`src/rtl/mem_arbiter.sv`:
```
// mem_arbiter: two-requester (fetch / data) arbiter in front of a single
// downstream memory port. Exactly one transaction is in flight at a time.
//
// state | meaning
// IDLE  | no transaction; grant a requester combinationally and latch its fields
// REQ   | presenting latched request to memory until mem_req_ready
// WAIT  | waiting for mem_resp_valid or timeout expiry
// RESP  | one-cycle response pulse to the owning requester
module mem_arbiter #(
  parameter int ADDR_W      = 64,
  parameter int DATA_W      = 64,
  parameter int TIMEOUT_CYC = 255
) (
  input  logic                clk,
  input  logic                rst,
  input  logic                i_req_valid,
  output logic                i_req_ready,
  input  logic [ADDR_W-1:0]   i_addr,
  output logic                i_resp_valid,
  output logic [DATA_W-1:0]   i_rdata,
  output logic                i_resp_err,
  input  logic                d_req_valid,
  output logic                d_req_ready,
  input  logic                d_wen,
  input  logic [ADDR_W-1:0]   d_addr,
  input  logic [DATA_W-1:0]   d_wdata,
  input  logic [DATA_W/8-1:0] d_wstrb,
  output logic                d_resp_valid,
  output logic [DATA_W-1:0]   d_rdata,
  output logic                d_resp_err,
  output logic                mem_req_valid,
  input  logic                mem_req_ready,
  output logic [ADDR_W-1:0]   mem_addr,
  output logic                mem_wen,
  output logic [DATA_W-1:0]   mem_wdata,
  output logic [DATA_W/8-1:0] mem_wstrb,
  input  logic                mem_resp_valid,
  input  logic [DATA_W-1:0]   mem_rdata,
  output logic                busy
);

  localparam int STRB_W = DATA_W / 8;
  localparam int CNT_W  = (TIMEOUT_CYC > 0) ? $clog2(TIMEOUT_CYC + 1) : 1;
  // Expiry is detected on the last WAIT cycle, i.e. when the count would
  // step onto TIMEOUT_CYC.
  localparam logic [CNT_W-1:0] CNT_LAST = (TIMEOUT_CYC > 0) ? CNT_W'(TIMEOUT_CYC - 1) : '0;
  localparam bit TO_EN = (TIMEOUT_CYC != 0);

  typedef enum logic [1:0] {
    S_IDLE = 2'd0,
    S_REQ  = 2'd1,
    S_WAIT = 2'd2,
    S_RESP = 2'd3
  } state_e;

  state_e              state_q, state_d;
  logic                owner_q, owner_d;   // 1 = data, 0 = fetch
  logic                last_q, last_d;     // last grant: 1 = data, 0 = fetch
  logic [ADDR_W-1:0]   addr_q, addr_d;
  logic                wen_q, wen_d;
  logic [DATA_W-1:0]   wdata_q, wdata_d;
  logic [STRB_W-1:0]   wstrb_q, wstrb_d;
  logic [CNT_W-1:0]    cnt_q, cnt_d;
  logic [DATA_W-1:0]   rdata_q, rdata_d;
  logic                err_q, err_d;
  logic                grant_data;

  // Data wins when it is the only requester, or on a tie when fetch went last.
  assign grant_data = d_req_valid & (~i_req_valid | ~last_q);

  // Next-state, arbitration and capture logic.
  always_comb begin
    state_d     = state_q;
    owner_d     = owner_q;
    last_d      = last_q;
    addr_d      = addr_q;
    wen_d       = wen_q;
    wdata_d     = wdata_q;
    wstrb_d     = wstrb_q;
    cnt_d       = cnt_q;
    rdata_d     = rdata_q;
    err_d       = err_q;
    i_req_ready = 1'b0;
    d_req_ready = 1'b0;
    unique case (state_q)
      S_IDLE: begin
        if (i_req_valid || d_req_valid) begin
          state_d = S_REQ;
          last_d  = grant_data;
          owner_d = grant_data;
          if (grant_data) begin
            d_req_ready = 1'b1;
            addr_d      = d_addr;
            wen_d       = d_wen;
            wdata_d     = d_wdata;
            wstrb_d     = d_wstrb;
          end else begin
            i_req_ready = 1'b1;
            addr_d      = i_addr;
            wen_d       = 1'b0;
            wdata_d     = '0;
            wstrb_d     = '0;
          end
        end
      end
      S_REQ: begin
        cnt_d = '0;
        if (mem_req_ready) state_d = S_WAIT;
      end
      S_WAIT: begin
        if (mem_resp_valid) begin
          rdata_d = mem_rdata;
          err_d   = 1'b0;
          state_d = S_RESP;
        end else if (TO_EN && cnt_q == CNT_LAST) begin
          rdata_d = '0;
          err_d   = 1'b1;
          state_d = S_RESP;
        end else if (TO_EN) begin
          cnt_d = cnt_q + 1'b1;
        end
      end
      S_RESP: state_d = S_IDLE;
      default: state_d = S_IDLE;
    endcase
  end

  // State and capture registers; reset aborts any transaction silently.
  always_ff @(posedge clk or negedge rst) begin
    if (!rst) begin
      state_q <= S_IDLE;
      owner_q <= 1'b0;
      last_q  <= 1'b1;
      addr_q  <= '0;
      wen_q   <= 1'b0;
      wdata_q <= '0;
      wstrb_q <= '0;
      cnt_q   <= '0;
      rdata_q <= '0;
      err_q   <= 1'b0;
    end else begin
      state_q <= state_d;
      owner_q <= owner_d;
      last_q  <= last_d;
      addr_q  <= addr_d;
      wen_q   <= wen_d;
      wdata_q <= wdata_d;
      wstrb_q <= wstrb_d;
      cnt_q   <= cnt_d;
      rdata_q <= rdata_d;
      err_q   <= err_d;
    end
  end

  assign mem_req_valid = (state_q == S_REQ);
  assign mem_addr      = addr_q;
  assign mem_wen       = wen_q;
  assign mem_wdata     = wdata_q;
  assign mem_wstrb     = wstrb_q;

  assign i_resp_valid  = (state_q == S_RESP) && !owner_q;
  assign d_resp_valid  = (state_q == S_RESP) &&  owner_q;
  assign i_rdata       = rdata_q;
  assign d_rdata       = rdata_q;
  assign i_resp_err    = err_q;
  assign d_resp_err    = err_q;

  assign busy          = (state_q != S_IDLE);

endmodule

```
`config.mk`:
```
export PLATFORM = sky130hd
export DESIGN_NAME = mem_arbiter
export DESIGN_NICKNAME = d
export VERILOG_FILES = /design/src/rtl/mem_arbiter.sv
export SDC_FILE = /design/constraint.sdc
export NUM_CORES = 1
export LEC_CHECK = 0
export CORE_AREA = 3 3 210 212
export CTS_CLUSTER_DIAMETER = 200
export DETAILED_ROUTE_END_ITERATION = 10
export DIE_AREA = 0 0 213 215
export PLACE_DENSITY = 0.54
export SETUP_SLACK_MARGIN = 0.05
export SLEW_MARGIN = 30
export SYNTH_ARGS = -nofsm -noshare
export SYNTH_HDL_FRONTEND = slang
export SYNTH_SLANG_ARGS = --single-unit
```
`constraint.sdc`:
```
create_clock -name clk -period 3.8 [get_ports clk]
set_clock_uncertainty 0.1 [all_clocks]
set_input_delay 1.14 -clock clk [delete_from_list [all_inputs] [get_ports clk]]
set_output_delay 1.14 -clock clk [all_outputs]
set_load 0.03 [all_outputs]
```
### Word-level counts from Yosys, hierarchy flattened

Cells that the tools add are included.

* equal/unequal tests: 9
* reductions and logical operators: 12
* bitwise gates (word level): 4
* add/subtract/negate cells: 1
* mux-type cells: 22

Operator list (count)
* two-way mux 64 bit: 4
* two-way mux 8 bit: 3
* one-hot mux 8 bit (2 select lines): 1
* two-way mux 1 bit: 9
* adder 8 x 1 -> 8 bit, second input constant: 1
* equality test 8 bit, second input constant: 1
* two-way mux 2 bit: 4
* one-hot mux 2 bit (4 select lines): 1
* inequality test 2 bit, second input constant: 3
* AND reduction 3 bit: 2
* nonzero test 2 bit: 3
* equality test 2 bit, second input constant: 2
* AND reduction 2 bit: 2
* inequality test 3 bit, second input constant: 1
* equality test 2 x 1 -> 1 bit, second input constant: 1
* logical AND 1 bit: 2
* logical NOT 2 bit: 1
* inequality test 2 x 1 -> 1 bit, second input constant: 1
* NOT 1 bit: 2
* AND 1 bit: 1
* logical NOT 1 bit: 1
* logical OR 1 bit: 1
* bitwise OR 1 bit: 1

* word-level logic and storage cells: 58
* output and inout port bits: 273
* input bits: 271
* register bits: 214

### Depth between registers and ports, before layout

Gate-level depths: netlist of run 1.

* depth in word-level cells: 6
* mapped depth: 8
* depth with buffers taken out: 5

### Least setup slack after synthesis of run 1

No wires, ideal clock.

* kind: input port to output port
* start point: input port i_req_valid
* end point: output port i_req_ready
* stages on the path: 3
* path buffers: 1
* path slack: 0.771 ns
* data required time: 2.560 ns
* data arrival time: 1.789 ns
* cells stage by stage: nand2_1 a21oi_1 clkbuf_1

* word-level cells in the longest chain between the ends: 6
* elaborated cells on any way between the ends: 7
* those cells by class: mux: 3; bitwise: 3; reduce/logical: 1

Ends and longest elaborated chain
* start: declaration: RTL line 16 `input logic i_req_valid,`
* NOT 1 bit: RTL line 69 `assign grant_data = d_req_valid & (~i_req_valid | ~last_q);`
* bitwise OR 1 bit: RTL line 69
* AND 1 bit: RTL line 69
* two-way mux 1 bit: RTL line 91 `if (grant_data) begin`
* two-way mux 1 bit (*): RTL line 87 `if (i_req_valid || d_req_valid) begin`
* two-way mux 1 bit (*): RTL line 85 `unique case (state_q)`
* end: declaration: RTL line 17 `output logic i_req_ready,`

Every way passes the cells marked *; elsewhere a longest branch is shown, timed or not.

### Worst setup path after layout of run 1

Ends and elaborated chain as after synthesis.

==> results of run 1 <==
==> worst max-delay path, delay by kind of cell <==
kind,cells,cell delay (ps)
AND/OR/NAND/NOR,1,140
AO/OA/AOI/OAI,1,170
buffers and inverters,2,820
==> kinds of logic after synthesis <==
| group | synth area share [%] |
|---|---|
| buffers and inverters | 9.77 |
| adders and majority gates | 0.971 |
| AOI/OAI and AO/OA | 23.1 |
| and+or+nand+nor | 6.73 |
| DFF | 59.4 |
==> sequential cells by signal (all words and copies together) (netlist names) <==
register,cells
cnt_q,8
mem_wstrb,8
mem_addr,64
mem_wdata,64
owner_q,1
state_q,2
last_q,1
mem_wen,1
d_rdata,64
d_resp_err,1
==> final cells by class <==
type,count,area share [%]
Timing Repair Buffer,554,36.5
Sequential cell,214,34.8
Multi-Input combinational cell,339,18.3
Clock buffer,37,4.96
Tap cell,539,4.39
Clock inverter,10,0.765
Inverter,11,0.269
==> layout by cell type, fill, tap and decap left out, types with 3 or more instances in the layout <==
master / count
sky130_fd_sc_hd__buf_12: 7
sky130_fd_sc_hd__dfrtp_1: 213
sky130_fd_sc_hd__nand2_1: 10
sky130_fd_sc_hd__and2_0: 54
sky130_fd_sc_hd__ha_1: 7
sky130_fd_sc_hd__or4_1: 3
sky130_fd_sc_hd__clkbuf_8: 7
sky130_fd_sc_hd__a211oi_1: 5
sky130_fd_sc_hd__nor3_1: 3
sky130_fd_sc_hd__and2_1: 11
sky130_fd_sc_hd__a221o_1: 64
sky130_fd_sc_hd__clkinv_2: 5
sky130_fd_sc_hd__a21oi_4: 3
sky130_fd_sc_hd__inv_1: 11
sky130_fd_sc_hd__nand2b_1: 3
sky130_fd_sc_hd__clkbuf_1: 4
sky130_fd_sc_hd__clkdlybuf4s50_1: 540
sky130_fd_sc_hd__a21oi_1: 3
sky130_fd_sc_hd__o21ai_0: 3
sky130_fd_sc_hd__a21o_1: 3
sky130_fd_sc_hd__clkbuf_16: 26
sky130_fd_sc_hd__buf_4: 6
sky130_fd_sc_hd__a22o_1: 137
==> power by group through the flow <==
stage | Combinational (mW) | Clock [mW] | Sequential, mW
after global placement | 7.87 | 0 | 3.95
after detailed placement | 7.90 | 0 | 3.93
after global routing | 8.24 | 2.72 | 4.06
final | 7.82 | 2.54 | 3.93
after floorplan | 3.06 | 0 | 5.65
after CTS | 7.92 | 2.63 | 3.94
==> per-stage QoR <==
stage	utilization, %	cells	hold WS, ps	setup slack [ps]	cell area [um2]
CTS	36.5	1704	402	263	15400
floorplan	-	686	365	771	9020
finish	36.5	1704	396	283	15400
global route	36.5	1704	410	228	15400
global placement	34.4	1657	381	258	14500
detailed placement	34.4	1657	381	266	14500
==> worst min-delay path by stage <==
stage	cells after the start	from	endpoint
floorplan	1	owner_q	owner_q
global placement	1	mem_wdata[48]	mem_wdata[48]
detailed placement	1	mem_wdata[40]	mem_wdata[40]
CTS	1	mem_wstrb[3]	mem_wstrb[3]
global route	1	mem_wdata[20]	mem_wdata[20]
finish	1	mem_wdata[55]	mem_wdata[55]
==> routing by layer <==
metal  part of all wire [%]  wire [um]  GRT usage, %  vias up
met2                     50      16700          24.4      365
met5                      0          0             0        -
met3                    9.1       3050          4.20       46
met4                    2.6        868          4.24        0
met1                     38      12900          16.2     3738
li1                       -          -             -     3437
==> results.rst, run 1 <==
.. list-table::
   :header-rows: 1

   * - Metric
     - Value
   * - Initial detailed-routing violation count
     - 473
   * - Nets
     - 1424
   * - Tot Pwr
     - 14.3 mW
   * - CTS max path bufs
     - 3
   * - Final wirelength
     - 33.5 mm
   * - Synth Register Bits
     - 214
   * - X dimension of the die
     - 213 um
   * - Cell with the most instances after synthesis
     - sky130_fd_sc_hd__dfrtp_1
   * - Largest cells by area after synthesis
     - sky130_fd_sc_hd__dfrtp_1 (59%), sky130_fd_sc_hd__a22o_1 (13%), sky130_fd_sc_hd__a221o_1 (7.1%)
   * - Kind of path behind the tightest hold check
     - reg2reg
   * - Pin slew with the least headroom to its limit
     - 765 ps
   * - Clock Pin Slew Worst Setup and Hold Paths
     - 60 ps
   * - Top cell type by total area after synthesis
     - sky130_fd_sc_hd__dfrtp_1
   * - Arrival @ worst endpoint
     - 2280 ps
   * - Average wire length per cell after detail routing
     - 19.6 um
   * - Number of sinks handled by clock tree synthesis
     - 214
   * - Worst Path Required
     - 2560 ps
   * - Part of the power in registers
     - 27.5%
   * - Relative slew slack
     - 49.0%
   * - Ordered list of cells on the worst path
     - clkdlybuf4s50_1 -> nand2_1 -> a21oi_4 -> buf_4
   * - Slowest cell on crit path
     - sky130_fd_sc_hd__clkdlybuf4s50_1
   * - Pins over their slew limit
     - 0
   * - Total global routing overflow
     - 0
   * - Global-route wire length before repair
     - 50.2 mm
   * - Hold buffers post-CTS
     - 0
   * - Depth of the worst register-to-register path
     - 6
   * - Combined area of all synthesized cells
     - 9020 um2
   * - Unrepaired setup endpoints after global routing
     - false
   * - Number of failing hold endpoints at the final stage
     - 0
   * - Run status
     - finished, final reports clean
   * - Slack of the worst reg-to-reg path
     - 1390 ps
   * - Clk network pwr share
     - 17.8%
   * - Std cell rows
     - 75
   * - # setup viols final
     - 0
   * - Post-Syn Area per Cell
     - 13.1 um2
   * - Crit path time final
     - 3520 ps
   * - Routed via count
     - 7586
   * - Pre-Repair DR Iteration Count
     - 5
   * - Number of antenna diodes
     - 0
   * - Switching part of the total power
     - 42.4%
   * - Antenna violations before repair
     - 0
   * - IO Pins
     - 544
   * - Sequential standard cell area
     - 5360 um2
   * - Filler Cells Inserted
     - 4129
   * - Leak pwr
     - 6.46 nW
   * - Post-route DRC violation count
     - 0
   * - Timing-limited maximum frequency
     - 284 MHz
   * - Clock tree from TritonCTS
     - yes
   * - Vias per std cell
     - 4.45
   * - Core area
     - 42100 um2
   * - Kind of critical path
     - in2out
   * - Y dimension of the die
     - 215 um
   * - Number of distinct standard cells referenced by the synthesized netlist
     - 41
   * - Yosys warning count
     - 0
   * - Synth cell count leaders
     - sky130_fd_sc_hd__dfrtp_1 (213), sky130_fd_sc_hd__a22o_1 (137), sky130_fd_sc_hd__buf_4 (74), sky130_fd_sc_hd__a221o_1 (64), sky130_fd_sc_hd__and2_0 (54)
   * - Syn Nets
     - 964
   * - Part of the total power dissipated in combinational logic
     - 54.7%
   * - Cell count after synthesis
     - 686
   * - Total area of multi-input combinational cells
     - 2820 um2
   * - Kind of end point of the critical path
     - output pin
   * - Clock H-tree levels
     - 1
   * - Capture point of the worst reg-to-reg path
     - mem_wdata[47]
   * - CTS resizes
     - 0
   * - Max cap viols
     - 0
   * - CP Max Fanout
     - 4
   * - Postcts setup bufs
     - 0
   * - Library cell used as clock root buffer
     - sky130_fd_sc_hd__clkbuf_16
   * - Kind of launch point of the worst setup path
     - primary input
   * - Synth-to-layout area growth
     - 70.5%
   * - Worst flop-to-flop path startpoint
     - state_q[1]
   * - Port-buffer cells
     - 543
   * - Main synth FF type
     - sky130_fd_sc_hd__dfrtp_1
   * - Combined global-route utilization of all metal layers
     - 13.9%
   * - Clock insertion delay at the later pin of the skew report
     - 540 ps
   * - Ratio of total power to cell area
     - 930 nW/um2
   * - Worst ir drop on vdd
     - 0.649 mV
   * - Crit share post-route
     - 92.6%
   * - Final weighted congestion in routability-driven placement
     - 0.755
   * - Effective utilization at floorplan
     - 21.4%
   * - Internal Pwr Total
     - 8.23 mW
   * - Fraction of final layout cells with drive strength greater than 1
     - 5.49%
   * - HPWL reported at the end of detailed placement
     - 24.2 mm
   * - Die Area
     - 45800 um2
   * - Sequential-to-total area share from yosys stat
     - 59.4%
   * - Vias in the first global route
     - 8024
   * - Share of the synthesized area in the top cell type
     - 59.1%
   * - Ys async rst share
     - 100%
   * - Setup TNS Final
     - 0 ps
   * - End of the critical path
     - i_req_ready
   * - Final antenna-violating net count
     - 0
   * - Largest net degree at the start of global routing
     - 140
   * - Net switching power
     - 6.06 mW
   * - Setup crit start
     - i_req_valid
   * - Max stage delay on crit path
     - 620 ps
   * - Count of flip-flops with a built-in enable after synthesis
     - 0
   * - Cts bufs inserted
     - 26
(Power assumes the default switching activity.)
==> run 2: changes to the inputs <==
--- a/config.mk
+++ b/config.mk
@@ -5,10 +5,10 @@
 export SDC_FILE = /design/constraint.sdc
 export NUM_CORES = 1
 export LEC_CHECK = 0
-export CORE_AREA = 3 3 210 212
+export CORE_AREA = 2 2 209 211
 export CTS_CLUSTER_DIAMETER = 200
 export DETAILED_ROUTE_END_ITERATION = 10
-export DIE_AREA = 0 0 213 215
+export DIE_AREA = 0 0 211 213
 export PLACE_DENSITY = 0.54
 export SETUP_SLACK_MARGIN = 0.05
 export SLEW_MARGIN = 30
==> run 2 against run 1 <==
  * Utilization down 0.37 points
  * Flip-flop and latch count is the same
  * Sequential power about the same
  * Die area shrank 1.9%
  * Worst hold slack worse by 2.6 ps
  * Cell count rose by 0.70%
  * Non-clock buffer count rose by 5
  * Critical path depth is the same
  * Register-to-register slack worse by 40 ps
  * Critical endpoint unchanged
  * Largest cell class unchanged
  * Largest power group unchanged
==> results.rst, run 2 (same netlist as run 1, synthesis figures left out) <==
.. list-table::
   :header-rows: 1

   * - Metric
     - Value
   * - Placed standard-cell area
     - 14500 um2
   * - Timing-limited maximum frequency
     - 280 MHz
   * - HPWL reported at the end of detailed placement
     - 23.3 mm
   * - Std cell rows
     - 76
   * - CTS max path bufs
     - 3
   * - CTS resizes
     - 0
   * - Die Area
     - 44900 um2
   * - Capture point of the worst reg-to-reg path
     - mem_wdata[22]
   * - Effective utilization at floorplan
     - 21.1%
   * - Kind of critical path
     - in2out
   * - Ratio of total power to cell area
     - 924 nW/um2
   * - Net switching power
     - 6.00 mW
   * - DR WL met2
     - 16.3 mm
   * - Final antenna-violating net count
     - 0
   * - Most frequent standard cell in the layout excluding fill and tap cells
     - sky130_fd_sc_hd__clkdlybuf4s50_1
   * - Largest net degree at the start of global routing
     - 140
   * - IO Pins
     - 544
   * - Number of placed instances, taps included
     - 1669
   * - Depth of the worst register-to-register path
     - 6
   * - Slack of the worst reg-to-reg path
     - 1350 ps
   * - Number of failing hold endpoints at the final stage
     - 0
   * - Nets
     - 1429
   * - Worst Path Required
     - 2560 ps
   * - Hold buffers post-CTS
     - 0
   * - Final design area excluding fillers
     - 15400 um2
   * - Worst flop-to-flop path startpoint
     - state_q[1]
   * - Postcts setup bufs
     - 0
   * - X dimension of the die
     - 211 um
   * - Setup TNS Final
     - 0 ps
   * - Kind of path behind the tightest hold check
     - reg2reg
   * - Most frequent cells in the layout
     - sky130_fd_sc_hd__clkdlybuf4s50_1 (540), sky130_fd_sc_hd__dfrtp_1 (213), sky130_fd_sc_hd__a22o_1 (137)
   * - Clk network pwr share
     - 17.7%
   * - Vias in the first global route
     - 7793
   * - Wire length on met3
     - 2.68 mm
   * - Arrival @ worst endpoint
     - 2330 ps
   * - End of the critical path
     - i_req_ready
   * - Post-route DRC violation count
     - 0
   * - Pins over their slew limit
     - 0
   * - Worst path setup slack after routing
     - 226 ps
   * - Part of the power in registers
     - 27.7%
   * - Unrepaired setup endpoints after global routing
     - false
   * - Kind of launch point of the worst setup path
     - primary input
   * - Worst hold margin
     - 394 ps
   * - # setup viols final
     - 0
   * - Clock insertion delay at the later pin of the skew report
     - 530 ps
   * - Pre-Repair DR Iteration Count
     - 4
   * - Initial detailed-routing violation count
     - 386
   * - Clock Pin Slew Worst Setup and Hold Paths
     - 60 ps
   * - Library cell used as clock root buffer
     - sky130_fd_sc_hd__clkbuf_16
   * - Cts bufs inserted
     - 26
   * - Average wire length per cell after detail routing
     - 19.0 um
   * - Core area
     - 42700 um2
   * - Worst ir drop on vdd
     - 0.670 mV
   * - Kind of end point of the critical path
     - output pin
   * - CP Max Fanout
     - 4
   * - Number of cells in the finished layout apart from fillers
     - 1716
   * - Combined global-route utilization of all metal layers
     - 13.5%
   * - Pin slew with the least headroom to its limit
     - 773 ps
   * - Port-buffer cells
     - 543
   * - Global-route wire length before repair
     - 47.4 mm
   * - Total global routing overflow
     - 0
   * - Relative slew slack
     - 48.5%
   * - Clock tree from TritonCTS
     - yes
   * - Topmost layer with routed signal wires
     - met4
   * - Clock H-tree levels
     - 1
   * - Part of the total power dissipated in combinational logic
     - 54.6%
   * - Routed via count
     - 7536
   * - Tot Pwr
     - 14.3 mW
   * - Pre-CTS WS
     - 204 ps
   * - Leak pwr
     - 6.48 nW
   * - Setup crit start
     - i_req_valid
   * - Antenna violations before repair
     - 1
   * - Switching part of the total power
     - 42.1%
   * - Max cap viols
     - 0
   * - Synth-to-layout area growth
     - 71.0%
   * - Number of sinks handled by clock tree synthesis
     - 214
   * - Internal Pwr Total
     - 8.25 mW
   * - Fraction of final layout cells with drive strength greater than 1
     - 5.81%
   * - Y dimension of the die
     - 213 um
   * - Routed length on met1
     - 13.0 mm
   * - Final wirelength
     - 32.6 mm
   * - Crit share post-route
     - 94.0%
   * - Crit path time final
     - 3570 ps
   * - Vias per std cell
     - 4.39
   * - Run status
     - finished, final reports clean
   * - Final weighted congestion in routability-driven placement
     - 0.750
   * - Util after Layout
     - 36.1%
   * - Number of antenna diodes
     - 0
## run 2: changes by cell type in the layout (fill, tap and decap cells not counted), sizes merged
| cell | delta |
|---|---|
| buf | +5 |
| clkbuf | +1 |
| clkinv | -1 |
## run 2: layout make-up
type	instances	area (um2)
Fill cell	4188	27300
Timing Repair Buffer	559	5640
Sequential cell	214	5360
Multi-Input combinational cell	339	2820
Clock buffer	38	777
Tap cell	546	683
Clock inverter	9	101
Inverter	11	41.3
## run 2: how the worst min path moves through the flow
stage,slack [ps],from,end,depth (start not counted)
floorplan,360,owner_q,owner_q,1
global placement,380,owner_q,owner_q,1
detailed placement,380,mem_wdata[43],mem_wdata[43],1
CTS,400,owner_q,owner_q,1
global route,400,mem_wdata[5],mem_wdata[5],1
finish,390,owner_q,owner_q,1
## run 2: power groups by stage
stage / registers (mW) / logic [mW] / clock network, mW
after detailed placement: 3.95 / 7.86 / 0
after global routing: 4.08 / 8.18 / 2.71
after CTS: 3.96 / 7.88 / 2.62
final: 3.94 / 7.79 / 2.53
after global placement: 3.96 / 7.81 / 0
after floorplan: 5.65 / 3.06 / 0
## run 2: routing by layer
layer  global-route usage (%)  up-vias
li1                         -     3452
met1                     16.3     3716
met5                        0        -
met2                     23.5      333
met4                     3.69        0
met3                     3.82       35
## run 2: critical path: stages
cell and delay, ps:
sky130_fd_sc_hd__clkdlybuf4s50_1 650, sky130_fd_sc_hd__nand2_1 160, sky130_fd_sc_hd__a21oi_4 180, sky130_fd_sc_hd__buf_4 190
